--- config.mk ---
export PLATFORM = sky130hd
export DESIGN_NAME = alu_arbiter
export DESIGN_NICKNAME = d
export VERILOG_FILES = /design/src/rtl/alu_arb_pkg.sv /design/src/rtl/alu_arbiter_alu.sv /design/src/rtl/alu_arbiter.sv
export SDC_FILE = /design/constraint.sdc
export NUM_CORES = 1
export LEC_CHECK = 0
export CAP_MARGIN = 10
export CORE_MARGIN = 3
export CORE_UTILIZATION = 50
export CTS_CLUSTER_SIZE = 40
export DETAILED_ROUTE_END_ITERATION = 8
export GPL_TIMING_DRIVEN = 0
export PLACE_DENSITY = 0.73
export RECOVER_POWER = 100
export SLEW_MARGIN = 10
export SYNTH_ARGS = -nofsm -noshare
export SYNTH_HDL_FRONTEND = slang
export SYNTH_SLANG_ARGS = --single-unit
--- constraint.sdc ---
create_clock -name clk -period 10.85 [get_ports clk]
set_input_delay 1.6275 -clock clk [delete_from_list [all_inputs] [get_ports clk]]
set_output_delay 1.6275 -clock clk [all_outputs]
set_load 0.05 [all_outputs]
--- src/rtl/alu_arb_pkg.sv ---
// ---------------------------------------------------------------------------
// alu_arb_pkg
// Shared definitions for the two-requester ALU arbiter:
//   - FSM state encoding (IDLE / EXEC / RESP)
//   - ALU control codes carried on reqi_ctrl
//   - funct3 value that turns the set-less-than operation into its unsigned form
//   - alu_op_t: the control fields latched with each accepted operation
// ---------------------------------------------------------------------------
package alu_arb_pkg;

    typedef enum logic [1:0] {
        IDLE = 2'd0,
        EXEC = 2'd1,
        RESP = 2'd2
    } state_e;

    // ALU control codes
    localparam logic [2:0] ALU_ADD = 3'b000;
    localparam logic [2:0] ALU_SUB = 3'b001;
    localparam logic [2:0] ALU_AND = 3'b010;
    localparam logic [2:0] ALU_OR  = 3'b011;
    localparam logic [2:0] ALU_SLT = 3'b100; // signed/unsigned chosen by funct3
    localparam logic [2:0] ALU_SLL = 3'b101;
    localparam logic [2:0] ALU_SR  = 3'b110; // logical/arithmetic chosen by funct7b5
    localparam logic [2:0] ALU_XOR = 3'b111;

    // funct3 encodings for the compare operation
    localparam logic [2:0] F3_SLT  = 3'b010;
    localparam logic [2:0] F3_SLTU = 3'b011;

    typedef struct packed {
        logic [2:0] ctrl;
        logic [2:0] funct3;
        logic       funct7b5;
    } alu_op_t;

endpackage

--- src/rtl/alu_arbiter_alu.sv ---
// ---------------------------------------------------------------------------
// alu_arbiter_alu
// Purely combinational ALU shared by both requesters of alu_arbiter.
// Ports:
//   a, b  (in,  WIDTH) operands
//   op    (in,  alu_op_t) control code, funct3, funct7b5
//   y     (out, WIDTH) result; codes outside the table give 0
// Notes: ADD/SUB wrap at WIDTH bits; shift amount is b[4:0]; the compare
// operation is unsigned when funct3 == F3_SLTU and signed otherwise.
// ---------------------------------------------------------------------------
module alu_arbiter_alu
    import alu_arb_pkg::*;
#(
    parameter int WIDTH = 32
) (
    input  logic [WIDTH-1:0] a,
    input  logic [WIDTH-1:0] b,
    input  alu_op_t          op,
    output logic [WIDTH-1:0] y
);

    logic signed [WIDTH-1:0] a_s;
    logic signed [WIDTH-1:0] b_s;
    logic        [4:0]       shamt;

    assign a_s   = a;
    assign b_s   = b;
    assign shamt = b[4:0];

    always_comb begin
        y = '0;
        case (op.ctrl)
            ALU_ADD: y = a + b;
            ALU_SUB: y = a - b;
            ALU_AND: y = a & b;
            ALU_OR:  y = a | b;
            ALU_SLT: begin
                if (op.funct3 == F3_SLTU) begin
                    y = {{(WIDTH-1){1'b0}}, (a < b)};
                end else begin
                    y = {{(WIDTH-1){1'b0}}, (a_s < b_s)};
                end
            end
            ALU_SLL: y = a << shamt;
            ALU_SR: begin
                if (op.funct7b5) begin
                    y = a_s >>> shamt;
                end else begin
                    y = a >> shamt;
                end
            end
            ALU_XOR: y = a ^ b;
            default: y = '0;
        endcase
    end

endmodule

--- src/rtl/alu_arbiter.sv ---
// ---------------------------------------------------------------------------
// alu_arbiter
// Two requesters share one ALU. In IDLE one valid requester is granted and
// its operation latched; EXEC evaluates it and registers result/zero; RESP
// holds the result for the owning requester until it is consumed.
// Arbitration: fixed priority (requester 0 wins) by default. Defining the
// macro ALU_ARB_RR_EN switches to round-robin on ties, using last_grant
// (reset to 1 so requester 0 wins the first tie).
// Ports:
//   clk, reset                  clock, synchronous active-high reset
//   reqN_valid / reqN_ready     request handshake of requester N (0, 1)
//   reqN_a, reqN_b              operands (WIDTH)
//   reqN_ctrl, reqN_funct3,
//   reqN_funct7b5               ALU control fields
//   respN_valid / respN_ready   response handshake of requester N
//   resp_result, resp_zero      registered result and zero flag (shared)
//   busy                        high whenever the FSM is not IDLE
// ---------------------------------------------------------------------------
module alu_arbiter
    import alu_arb_pkg::*;
#(
    parameter int WIDTH = 32
) (
    input  logic             clk,
    input  logic             reset,

    input  logic             req0_valid,
    output logic             req0_ready,
    input  logic [WIDTH-1:0] req0_a,
    input  logic [WIDTH-1:0] req0_b,
    input  logic [2:0]       req0_ctrl,
    input  logic [2:0]       req0_funct3,
    input  logic             req0_funct7b5,

    input  logic             req1_valid,
    output logic             req1_ready,
    input  logic [WIDTH-1:0] req1_a,
    input  logic [WIDTH-1:0] req1_b,
    input  logic [2:0]       req1_ctrl,
    input  logic [2:0]       req1_funct3,
    input  logic             req1_funct7b5,

    output logic             resp0_valid,
    input  logic             resp0_ready,
    output logic             resp1_valid,
    input  logic             resp1_ready,

    output logic [WIDTH-1:0] resp_result,
    output logic             resp_zero,
    output logic             busy
);

    state_e           state_q, state_d;
    logic             owner_q, owner_d;
    logic [WIDTH-1:0] a_q, a_d;
    logic [WIDTH-1:0] b_q, b_d;
    alu_op_t          op_q, op_d;
    logic [WIDTH-1:0] result_q, result_d;
    logic             zero_q, zero_d;
    logic [WIDTH-1:0] alu_y;

    logic             any_valid;
    logic             grant;
    logic             accept;
    logic             owner_ready;

`ifdef ALU_ARB_RR_EN
    logic             last_grant_q, last_grant_d;
`endif

    assign any_valid   = req0_valid | req1_valid;
    assign accept      = (state_q == IDLE) && any_valid;
    // Only the owner's consume strobe matters; the other one is ignored.
    assign owner_ready = owner_q ? resp1_ready : resp0_ready;

    // Arbitration: a lone requester always wins; ties depend on the build.
    always_comb begin
        grant = 1'b0;
        if (req0_valid && req1_valid) begin
`ifdef ALU_ARB_RR_EN
            grant = ~last_grant_q;
`else
            grant = 1'b0;
`endif
        end else begin
            grant = req1_valid;
        end
    end

    // State register
    always_ff @(posedge clk) begin
        if (reset) begin
            state_q <= IDLE;
        end else begin
            state_q <= state_d;
        end
    end

    // Next-state logic
    always_comb begin
        state_d = state_q;
        case (state_q)
            IDLE:    if (any_valid) state_d = EXEC;
            EXEC:    state_d = RESP;
            RESP:    if (owner_ready) state_d = IDLE;
            default: state_d = IDLE;
        endcase
    end

    // Output logic
    always_comb begin
        req0_ready  = 1'b0;
        req1_ready  = 1'b0;
        resp0_valid = 1'b0;
        resp1_valid = 1'b0;
        busy        = (state_q != IDLE);
        if (state_q == IDLE) begin
            req0_ready = req0_valid && (grant == 1'b0);
            req1_ready = req1_valid && (grant == 1'b1);
        end
        if (state_q == RESP) begin
            resp0_valid = (owner_q == 1'b0);
            resp1_valid = (owner_q == 1'b1);
        end
    end

    // Operation latch and result register next values
    always_comb begin
        a_d      = a_q;
        b_d      = b_q;
        op_d     = op_q;
        owner_d  = owner_q;
        result_d = result_q;
        zero_d   = zero_q;
        if (accept) begin
            owner_d = grant;
            if (grant) begin
                a_d  = req1_a;
                b_d  = req1_b;
                op_d = '{ctrl: req1_ctrl, funct3: req1_funct3, funct7b5: req1_funct7b5};
            end else begin
                a_d  = req0_a;
                b_d  = req0_b;
                op_d = '{ctrl: req0_ctrl, funct3: req0_funct3, funct7b5: req0_funct7b5};
            end
        end
        if (state_q == EXEC) begin
            result_d = alu_y;
            zero_d   = (alu_y == '0);
        end
    end

`ifdef ALU_ARB_RR_EN
    always_comb begin
        last_grant_d = last_grant_q;
        if (accept) begin
            last_grant_d = grant;
        end
    end
`endif

    // Control and visible result registers
    always_ff @(posedge clk) begin
        if (reset) begin
            owner_q  <= 1'b0;
            result_q <= '0;
            zero_q   <= 1'b0;
`ifdef ALU_ARB_RR_EN
            last_grant_q <= 1'b1;
`endif
        end else begin
            owner_q  <= owner_d;
            result_q <= result_d;
            zero_q   <= zero_d;
`ifdef ALU_ARB_RR_EN
            last_grant_q <= last_grant_d;
`endif
        end
    end

    // Latched operands are only meaningful after an accept, so no reset.
    always_ff @(posedge clk) begin
        a_q  <= a_d;
        b_q  <= b_d;
        op_q <= op_d;
    end

    alu_arbiter_alu #(
        .WIDTH (WIDTH)
    ) u_alu (
        .a  (a_q),
        .b  (b_q),
        .op (op_q),
        .y  (alu_y)
    );

    assign resp_result = result_q;
    assign resp_zero   = zero_q;

endmodule

## Yosys cells after proc, flatten, opt, wreduce, memory -nomap -nowiden

Cells that the tools add are included.

- Register bits: 107
- Input bits: 148
- Output and inout bits: 38
- Word-level logic and storage cells: 58

- Add/subtract/negate cells: 2
- $lt $le $gt $ge: 2
- Equality and inequality tests: 12
- Shift-type cells: 3
- Muxes and demuxes: 15
- Bitwise gates (word level): 6
- Reduce and logical (&&, ||, !) cells: 9

Operator list:

| cell | number |
|---|---|
| 32-bit one-hot mux with 8 select lines | 1 |
| 32-bit 2-to-1 mux | 3 |
| 32-bit < comparator | 2 |
| 32-bit adder | 1 |
| 32-bit AND | 1 |
| 32-bit zero test | 1 |
| 32-bit bitwise OR | 1 |
| 32-bit by 5-bit << shifter with 32-bit output | 1 |
| 32-bit by 5-bit right shift with 32-bit output | 1 |
| 32-bit by 5-bit >>> shifter with 32-bit output | 1 |
| 32-bit subtractor | 1 |
| 32-bit bitwise XOR | 1 |
| 3-bit equality test (second input constant) | 4 |
| 3-bit by 2-bit equality test with 1-bit output (second input constant) | 3 |
| 1-bit 2-to-1 mux | 7 |
| 7-bit 2-to-1 mux | 1 |
| 2-bit one-hot mux with 3 select lines | 1 |
| 1-bit logical AND | 4 |
| 2-bit 2-to-1 mux | 2 |
| 2-bit != test (second input constant) | 2 |
| 3-bit by 1-bit equality test with 1-bit output (second input constant) | 1 |
| 3-bit zero test | 1 |
| 2-bit by 1-bit equality test with 1-bit output (second input constant) | 1 |
| 2-bit equality test (second input constant) | 1 |
| other kinds (5) | 6 |

## Logic depth before layout (Yosys ltp)

Gate-level depths: netlist of the first run.

- Word-level depth: 5
- Mapped depth: 19
- Depth with buffers taken out: 14

## Hierarchy

A second synthesis of the first run with hierarchy kept.

- Cells, all modules: 1,595
- Area, all modules: 13,281.5 µm²

Modules (own cells, without submodules):

| module | instances | cells an instance | area an instance (µm²) | seq. area each (µm²) |
|---|---|---|---|---|
| alu_arbiter_alu | 1 | 1,271 | 8,521.9 | 0.0 |
| alu_arbiter | 1 | 324 | 4,759.6 | 2,852.7 |

## Worst setup path after synthesis of the first run

No wires, ideal clock.

- Path kind: input-to-reg
- From: in req1_valid
- To: reg a_q[0], enable pin
- Library setup time: 0.502 ns
- Arrival time: 4.664 ns
- Required time: 10.348 ns
- Path slack: 5.684 ns
- Cell stages on the path: 2
- Buffers on the path: 0
- Path through: nor2_1 > nor2_1

- Longest elaborated chain between the ends: 2

RTL lines:

| what | line | text |
|---|---|---|
| start, declared | alu_arbiter.sv:35 | `input logic req1_valid,` |
| 1-bit bitwise OR | alu_arbiter.sv:71 | `assign any_valid = req0_valid \| req1_valid;` |
| 1-bit logical AND | alu_arbiter.sv:72 | `assign accept = (state_q == IDLE) && any_valid;` |
| named net accept | alu_arbiter.sv:64 | `logic accept;` |
| end signal, assigned | alu_arbiter.sv:183 | `a_q <= a_d;` |
| end, declared | alu_arbiter.sv:55 | `logic [WIDTH-1:0] a_q, a_d;` |

The timed path passes the listed nets, and every way through them passes these cells.
A chain may end at the register's enable or synchronous reset.

## Worst setup path in the final report of the first run

- From: reg b_q[2]
- To: reg zero_q (netlist: resp_zero)

- Longest elaborated chain between the ends: 4
- Elaborated cells between the ends (all ways): 14
- Classes of those cells: 2 x add/sub; 2 x order compare; 3 x shift; 3 x mux; 3 x bitwise; 1 x reduce/logical

RTL lines:

| what | line | text |
|---|---|---|
| start, declared | alu_arbiter.sv:56 | `logic [WIDTH-1:0] b_q, b_d;` |
| start signal, assigned | alu_arbiter.sv:184 | `b_q <= b_d;` |
| 32-bit < comparator (tied with other cells) | alu_arbiter_alu.sv:41 | `y = {{(WIDTH-1){1'b0}}, (a_s < b_s)};` |
| 1-bit 2-to-1 mux or 32-bit 2-to-1 mux (tied branches) | alu_arbiter_alu.sv:38, alu_arbiter_alu.sv:46 |  |
| 32-bit one-hot mux with 8 select lines * | alu_arbiter_alu.sv:32 | `case (op.ctrl)` |
| 32-bit zero test * | alu_arbiter.sv:149 | `zero_d = (alu_y == '0);` |
| end signal, assigned | alu_arbiter.sv:174 | `zero_q <= zero_d;` |
| end, declared | alu_arbiter.sv:59 | `logic zero_q, zero_d;` |

Mark *: on every way between the ends. The rest lies on a longest branch, timed or not.

==> summary.md, run 1 <==
| Metric | Value |
|---|---|
| Result of the run | complete, but fails checks |
| Violations in the final reports | DRC, capacitance limit, slew limit |
| TritonCTS clock tree | done |
| TritonCTS Buffers | 9 |
| Final RePlAce weighted congestion | 1.16 |
| Predominant post-synthesis flop cell | sky130_fd_sc_hd__edfxtp_1 |
| Pre-CTS setup slack | 4.96 ns |
| Fill cell count | 2582 |
| Number of cells traversed by the worst hold path | 2 |
| Register bit count reported by yosys | 107 |
| Clock tree root driver cell | sky130_fd_sc_hd__clkbuf_16 |
| Met1 wire length | 25200 µm |
| Chip Height | 175 µm |
| Maximum net fanout on the critical path | 11 |
| Die Outline Area | 30600 µm² |
| Number of violations of the max-capacitance limit | 2 |
| Final setup vio count | 0 |
| Largest net degree at the start of global routing | 33 |
| Final hold viol count | 0 |
| Clk slew on worst S/H paths | 0.09 ns |
| Number of remaining DRC errors | 1 |
| Register area share after synthesis | 20.0% |
| Initial antenna violation count | 1 |
| Setup Total Neg Slack | 0 ns |
| Synth top area share | 14.9% |
| Hold Buf Count CTS | 0 |
| Critical Path Most Common Cell | sky130_fd_sc_hd__clkbuf_1 |
| Horizontal die dimension | 175 µm |
| Number of setup buffers added after CTS | 0 |
| Setup repair after global routing missed its margin | false |
| Initial standard-cell utilization of the core | 51.1% |
| Antenna Cells | 0 |
| Critical Path Slowest Stage Cell | sky130_fd_sc_hd__a2111oi_0 |
| Share of the core filled with cells in the final layout | 60.2% |
| Most frequent cells in the layout | sky130_fd_sc_hd__nor2_1 (163), sky130_fd_sc_hd__nand2_1 (153), sky130_fd_sc_hd__clkdlybuf4s50_1 (145) |
| Async S/R FF share, synth | 0% |
| Nets | 2178 |
| Leakage power total | 6.50 nW |
| Netlist Area Pre-Place | 14300 µm² |
| Share of synthesized area spent on multiplexers | 19.5% |
| Final worst path period share | 76.8% |
| Std-Cell Core Area | 27900 µm² |
| Category of the worst setup path launch point | flip-flop |
| Number of buffers on the longest clock path | 2 |
| Launch point of the worst reg-to-reg path | b_q[2] |
| Register area | 2850 µm² |
| Worst Hold Class | flip-flop to flip-flop |
| Cell count after placement | 2298 |
| Share of post-route cells with drive strength above 1 | 10.4% |
| Power per cell area | 141 nW/µm² |
| Origin of the worst setup path | b_q[2] |
| Worst Skew | 0.0164 ns |
| Yosys cell types | 100 |
| Routed length on met3 | 10400 µm |
| Footprint of the multi-input gates | 10400 µm² |
| Total placed instance area | 16700 µm² |
| Endpoint class of the critical path | flip-flop |
| Global-route usage over all layers | 46.4% |
| Simple-gate share of the synthesized area | 17.4% |
| Via count | 16808 |
| Number of global-route vias before repair | 16290 |
| Drt pass-1 iters | 9 |
| Routed WL | 72500 µm |
| Per-cell routed wire length | 31.3 µm |
| Global route total overflow | 0 |
| Number of flops mapped to enable cells by yosys | 71 |
| Clock network latency to the later pin of the worst-skew pair | 0.38 ns |
| CP Cell Sequence | clkbuf_1, clkbuf_1, clkbuf_1, inv_1, clkbuf_1, clkbuf_1, ha_1, clkbuf_1, o21ba_1, or4_1, a31oi_1, nor3_1, a221o_1, a2111oi_0, and4bb_1, nand4_1, nor4_2, nand4_1, o31ai_2 |
| Worst slack on hold paths | 0.469 ns |
| Worst IR Drop VDD | 0.0797 mV |
| Cell accounting for the most synthesized area | sky130_fd_sc_hd__edfxtp_1 |
| Via density | 7.26 |
| Global-route wire length before repair | 106000 µm |
| Fin cells | 2314 |
| Critical Path AT | 8.64 ns |
| Critical path data required time | 11.15 ns |
| Highest routing layer actually used | met5 |
| Final standard cell area without fillers | 16800 µm² |
| Compound-cell area share of the yosys netlist | 26.5% |
| Reg-to-reg setup timing slack | 2.51 ns |
| Xor/xnor share of the synthesized area | 0.859% |
| Antenna violation net count after detailed routing | 0 |
| Iteration-0 DRC count of the detailed router | 2868 |
| Adder-cell share of the synthesized area | 8.78% |
| Time the final worst path needs with I/O delays and setup | 8.34 ns |
| Most area-consuming cells after synthesis | sky130_fd_sc_hd__edfxtp_1 (15%), sky130_fd_sc_hd__ha_1 (8.5%), sky130_fd_sc_hd__mux4_2 (8.2%) |
| Port Buffer Count | 184 |
| Maximum clock frequency | 120 MHz |
| Total of warnings raised by yosys | 0 |
| I/O pin cnt | 186 |
| Worst Reg2Reg Path Length in Cells | 19 |
| Synth Area per Inst | 8.24 µm² |
| CTS Sinks | 107 |
| HPWL reported at the end of detailed placement | 57300 µm |
| Syn_nets | 1980 |
| Largest family of logic cells by synthesized area | compound AO/OA/AOI/OAI gates |
| Routed length on met2 | 29900 µm |
| Setup crit end | resp_zero |
| Measured slew at the worst slew-check pin | 1.81 ns |
| Pins Over Slew Limit | 66 |
| Maximum level of the CTS H-tree | 3 |
| Number of cells produced by synthesis | 1733 |
| Row count | 61 |
| Synth-to-Final Area Change | 17.9% |
| R2r endpoint | resp_zero |
| Quantity of gates resized following cts | 0 |
| Worst slew margin relative to its limit | -20.9% |
| Type of the worst setup path | flip-flop to flip-flop |
| Maximum cell stage delay along the critical path | 0.91 ns |
| Total power draw | 2.38 mW |
| Commonest non-fill, non-tap cell in the layout | sky130_fd_sc_hd__nor2_1 |
| Crit path setup slack, layout | 2.51 ns |
-- worst min-delay path by stage --
stage / start / to / slack (ns)
2_1_floorplan: state_q[1] / state_q[1] / 0.50
3_3_place_gp: resp_result[9] / resp_result[9] / 0.44
3_5_place_dp: resp_result[1] / resp_result[1] / 0.46
4_1_cts: resp_result[1] / resp_result[1] / 0.47
5_1_grt: resp_result[1] / resp_result[1] / 0.49
6_report: resp_result[1] / resp_result[1] / 0.47
-- critical path: cells and delay by family, from the launching register on --
kind,cells,cell delay [ns]
flip-flops,1,0.40
AO/OA/AOI/OAI,5,2.31
buffers and inverters,7,3.47
adder cells (fa/ha/maj),1,0.42
AND/OR/NAND/NOR,6,1.68
-- synth_stat cells (9+ instances only) --
master,count
sky130_fd_sc_hd__o21a_1,13
sky130_fd_sc_hd__a221oi_1,11
sky130_fd_sc_hd__a31oi_1,22
sky130_fd_sc_hd__nand3_1,33
sky130_fd_sc_hd__nand4_1,13
sky130_fd_sc_hd__dfxtp_1,36
sky130_fd_sc_hd__a22oi_1,28
sky130_fd_sc_hd__edfxtp_1,71
sky130_fd_sc_hd__o22ai_1,17
sky130_fd_sc_hd__nor4_1,12
sky130_fd_sc_hd__o31ai_1,11
sky130_fd_sc_hd__o21ai_0,102
sky130_fd_sc_hd__buf_2,23
sky130_fd_sc_hd__a221o_1,10
sky130_fd_sc_hd__o221ai_1,14
sky130_fd_sc_hd__a21o_1,11
sky130_fd_sc_hd__and3_1,14
sky130_fd_sc_hd__nand2b_1,18
sky130_fd_sc_hd__and2_1,9
sky130_fd_sc_hd__nor2_1,163
sky130_fd_sc_hd__a211oi_1,35
sky130_fd_sc_hd__nor2b_1,13
sky130_fd_sc_hd__clkbuf_1,94
sky130_fd_sc_hd__buf_1,16
sky130_fd_sc_hd__nand2_1,153
sky130_fd_sc_hd__mux2_2,94
sky130_fd_sc_hd__mux4_2,52
sky130_fd_sc_hd__o21bai_1,10
sky130_fd_sc_hd__o211ai_1,39
sky130_fd_sc_hd__a21oi_1,108
sky130_fd_sc_hd__mux2i_1,54
sky130_fd_sc_hd__nand3b_1,9
sky130_fd_sc_hd__nor3_1,41
sky130_fd_sc_hd__xnor2_1,12
sky130_fd_sc_hd__inv_1,101
sky130_fd_sc_hd__ha_1,97
-- flip-flops by register name (all words and copies together) (netlist names) --
| register | count |
|---|---|
| a_q | 32 |
| state_q | 2 |
| resp_result | 32 |
| op_q | 7 |
| resp_zero | 1 |
| b_q | 32 |
| owner_q | 1 |
-- logic make-up (layout without fill, tap and decap cells) --
group                      count (synthesis)  after routing
AOI/OAI and AO/OA                        544            544
adders and majority gates                 99             99
DFF                                      107            107
buffers and inverters                    247            450
xor gates and xnor gates                  14             14
muxes                                    201            201
and+or+nand+nor                          521            521
-- cell type report --
type | instances | share of cell area (%)
Clock buffer | 12 | 1.41
Tap cell | 378 | 2.81
Timing Repair Buffer | 187 | 11.1
Multi-Input combinational cell | 1379 | 61.7
Sequential cell | 107 | 17.0
Buffer | 141 | 3.47
Inverter | 106 | 2.36
Clock inverter | 4 | 0.201
-- power breakdown --
group          internal [mW]  switching [mW]
sequential             0.493          0.0787
clock                  0.159           0.184
combinational          0.500           0.965
total                   1.15            1.23
-- layer usage --
layer / vias up / GRT usage, %
met5: - / 0
met3: 423 / 12.8
met2: 1602 / 69.2
li1: 6967 / -
met4: 2 / 35.5
met1: 7814 / 56.9
No activity file was read; power rests on OpenSTA's default activity.
==> run 2, diff against run 1 <==
Clock period 10.85 ns to 7.97 ns, I/O delays scaled along.
==> run 2 against run 1 <==
Against the previous run: hold slack better by 0.00055 ns; the flow finishes with violations (capacitance limit, slew limit); critical path depth stayed put; via count is 0.25% lower; register-to-register slack worse by 1.6 ns; clock power is 37% higher; utilization is 0.11 points higher; clock skew hardly changed.
==> summary.md, run 2 (synthesis results as in run 1) <==
| Metric | Value |
|---|---|
| Via density | 7.24 (was 7.26) |
| Drt pass-1 iters | 7 (was 9) |
| Hold Crit Endpoint | resp_result[1] (unchanged) |
| Time the final worst path needs with I/O delays and setup | 7.09 ns (was 8.34 ns) |
| Global-route usage over all layers | 46.4% (unchanged) |
| Pins Over Slew Limit | 66 (unchanged) |
| Cell count after placement | 2298 (unchanged) |
| Via count | 16766 (was 16808) |
| Synth-to-Final Area Change | 18.1% (was 17.9%) |
| Start point of the worst hold path | resp_result[1] (unchanged) |
| Hold Buf Count CTS | 0 (unchanged) |
| CP Cell Sequence | buf_4, buf_6, clkbuf_1, inv_1, clkbuf_1, clkbuf_1, ha_1, clkbuf_1, o21ba_1, or4_1, a31oi_1, nor3_2, a221o_1, a2111oi_2, and4bb_1, nand4_1, nor4_2, nand4_1, o31ai_2 (was clkbuf_1, clkbuf_1, clkbuf_1, inv_1, clkbuf_1, clkbuf_1, ha_1, clkbuf_1, o21ba_1, or4_1, a31oi_1, nor3_1, a221o_1, a2111oi_0, and4bb_1, nand4_1, nor4_2, nand4_1, o31ai_2) |
| Antenna violation net count after detailed routing | 0 (unchanged) |
| Routed WL | 72500 µm (about the same) |
| Category of the worst setup path launch point | flip-flop (unchanged) |
| I/O pin cnt | 186 (unchanged) |
| Fin cells | 2315 (was 2314) |
| Final RePlAce weighted congestion | 1.16 (unchanged) |
| Maximum level of the CTS H-tree | 3 (unchanged) |
| Number of global-route vias before repair | 16290 (unchanged) |
| Footprint of the multi-input gates | 10400 µm² (about the same) |
| Nets | 2178 (unchanged) |
| Power per cell area | 193 nW/µm² (was 141 nW/µm²) |
| Die Outline Area | 30600 µm² (unchanged) |
| Row count | 61 (unchanged) |
| HPWL reported at the end of detailed placement | 57300 µm (unchanged) |
| Worst Reg2Reg Path Length in Cells | 19 (unchanged) |
| Maximum clock frequency | 141 MHz (was 120 MHz) |
| Cell family with the largest share of critical-path delay | buffers and inverters (unchanged) |
| Worst Skew | 0.0164 ns (about the same) |
| Leakage power total | 6.51 nW (was 6.50 nW) |
| Clock tree root driver cell | sky130_fd_sc_hd__clkbuf_16 (unchanged) |
| Measured slew at the worst slew-check pin | 1.82 ns (was 1.81 ns) |
| Global route total overflow | 0 (unchanged) |
| Horizontal die dimension | 175 µm (unchanged) |
| Final worst path period share | 89.0% (was 76.8%) |
| Maximum cell stage delay along the critical path | 0.69 ns (was 0.91 ns) |
| Launch point of the worst reg-to-reg path | b_q[2] (unchanged) |
| Global-route wire length before repair | 106000 µm (unchanged) |
| Violations in the final reports | capacitance limit, slew limit (was DRC, capacitance limit, slew limit) |
| Port Buffer Count | 184 (unchanged) |
| Clk slew on worst S/H paths | 0.09 ns (about the same) |
| Setup repair after global routing missed its margin | false (unchanged) |
| TritonCTS clock tree | done (unchanged) |
| Commonest non-fill, non-tap cell in the layout | sky130_fd_sc_hd__nor2_1 (unchanged) |
| Type of the worst setup path | flip-flop to flip-flop (unchanged) |
| Initial standard-cell utilization of the core | 51.1% (unchanged) |
| Setup Total Neg Slack | 0 ns (unchanged) |
| Endpoint class of the critical path | flip-flop (unchanged) |
| Chip Height | 175 µm (unchanged) |
| Final hold viol count | 0 (unchanged) |
| Quantity of gates resized following cts | 0 (unchanged) |
| Critical path data required time | 8.27 ns (was 11.15 ns) |
| Total placed instance area | 16700 µm² (unchanged) |
| Maximum net fanout on the critical path | 11 (unchanged) |
| Largest net degree at the start of global routing | 33 (unchanged) |
| Number of violations of the max-capacitance limit | 2 (unchanged) |
| Number of setup buffers added after CTS | 0 (unchanged) |
| Result of the run | complete, but fails checks (unchanged) |
| Std-Cell Core Area | 27900 µm² (unchanged) |
| Share of post-route cells with drive strength above 1 | 10.7% (was 10.4%) |
| Number of buffers on the longest clock path | 2 (unchanged) |
| Clock network latency to the later pin of the worst-skew pair | 0.38 ns (about the same) |
| Fill cell count | 2577 (was 2582) |
| Worst slew margin relative to its limit | -21.5% (was -20.9%) |
| Critical Path Slowest Stage Cell | sky130_fd_sc_hd__clkbuf_1 (was sky130_fd_sc_hd__a2111oi_0) |
| Final setup vio count | 0 (unchanged) |
| Final standard cell area without fillers | 16900 µm² (was 16800 µm²) |
| Iteration-0 DRC count of the detailed router | 2697 (was 2868) |
| Critical Path Most Common Cell | sky130_fd_sc_hd__clkbuf_1 (unchanged) |
| Per-cell routed wire length | 31.3 µm (about the same) |
| CTS Sinks | 107 (unchanged) |
| Reg-to-reg setup timing slack | 0.88 ns (was 2.51 ns) |
| Worst Hold Class | flip-flop to flip-flop (unchanged) |
| R2r endpoint | resp_zero (unchanged) |
| Number of remaining DRC errors | 0 (was 1) |
| TritonCTS Buffers | 9 (unchanged) |
| Most frequent cells in the layout | sky130_fd_sc_hd__nor2_1 (163), sky130_fd_sc_hd__nand2_1 (153), sky130_fd_sc_hd__clkdlybuf4s50_1 (145) (unchanged) |
| Critical Path AT | 7.40 ns (was 8.64 ns) |
| Critical path buffer and inverter count | 7 (unchanged) |
| Initial antenna violation count | 1 (unchanged) |
| Number of cells traversed by the worst hold path | 2 (unchanged) |
| Worst IR Drop VDD | 0.110 mV (was 0.0797 mV) |
| Origin of the worst setup path | b_q[2] (unchanged) |
| Register area | 2850 µm² (unchanged) |
==> run 2: changes by cell type in the layout (fill, tap and decap cells not counted) <==
cell / change
sky130_fd_sc_hd__buf_4: +1
sky130_fd_sc_hd__nor3_1: -1
sky130_fd_sc_hd__a2111oi_0: -2
sky130_fd_sc_hd__clkbuf_1: -2
sky130_fd_sc_hd__a2111oi_2: +2
sky130_fd_sc_hd__buf_6: +1
sky130_fd_sc_hd__diode_2: +1
sky130_fd_sc_hd__nor3_2: +1
==> run 2: how the worst max path moves through the flow <==
stage	to	cells past startpoint
after floorplan	a_q[0]	2
after global placement	b_q[30]	3
after detailed placement	resp_zero	16
after CTS	resp_zero	16
after global routing	resp_zero	18
final	resp_zero	19
==> run 2: routing by layer <==
metal	vias up	GRT usage (%)	wire, µm
met5	-	0	13
met4	2	35.5	7190
met3	423	12.8	9910
met2	1552	69.2	29900
met1	7824	56.9	25600
li1	6965	-	-
==> run 2: area by class of cell <==
type / count / area share [%]
clock buffers: 12 / 1.40
multi-input cells: 1379 / 61.7
well taps: 378 / 2.81
repair buffers: 187 / 11.0
inverters: 106 / 2.36
flip-flops and latches: 107 / 16.9
diodes: 1 / 0.0148
plain buffers: 141 / 3.53
clock inverters: 4 / 0.200
==> run 2: metrics by stage <==
stage,utilization (%),hold WS [ns],setup WS [ns],total power [mW]
3_3_place_gp,59.4,0.444,1.53,2.66
6_report,60.4,0.470,0.877,3.25
3_5_place_dp,59.6,0.461,2.08,2.69
4_1_cts,60.6,0.473,2.06,3.14
5_1_grt,60.3,0.490,0.822,3.34
2_1_floorplan,-,0.501,3.24,1.98
==> run 2: power by group <==
part	switching [mW]	internal, mW	total (mW)
logic	1.31	0.685	2.00
registers	0.108	0.671	0.779
clock network	0.253	0.217	0.470
total	1.67	1.57	3.25
==> run 2: worst min-delay path: stages, from the launching register on <==
cell                      delay (ns)
sky130_fd_sc_hd__dfxtp_1        0.32
sky130_fd_sc_hd__nand2_1        0.05
sky130_fd_sc_hd__a21oi_1        0.06
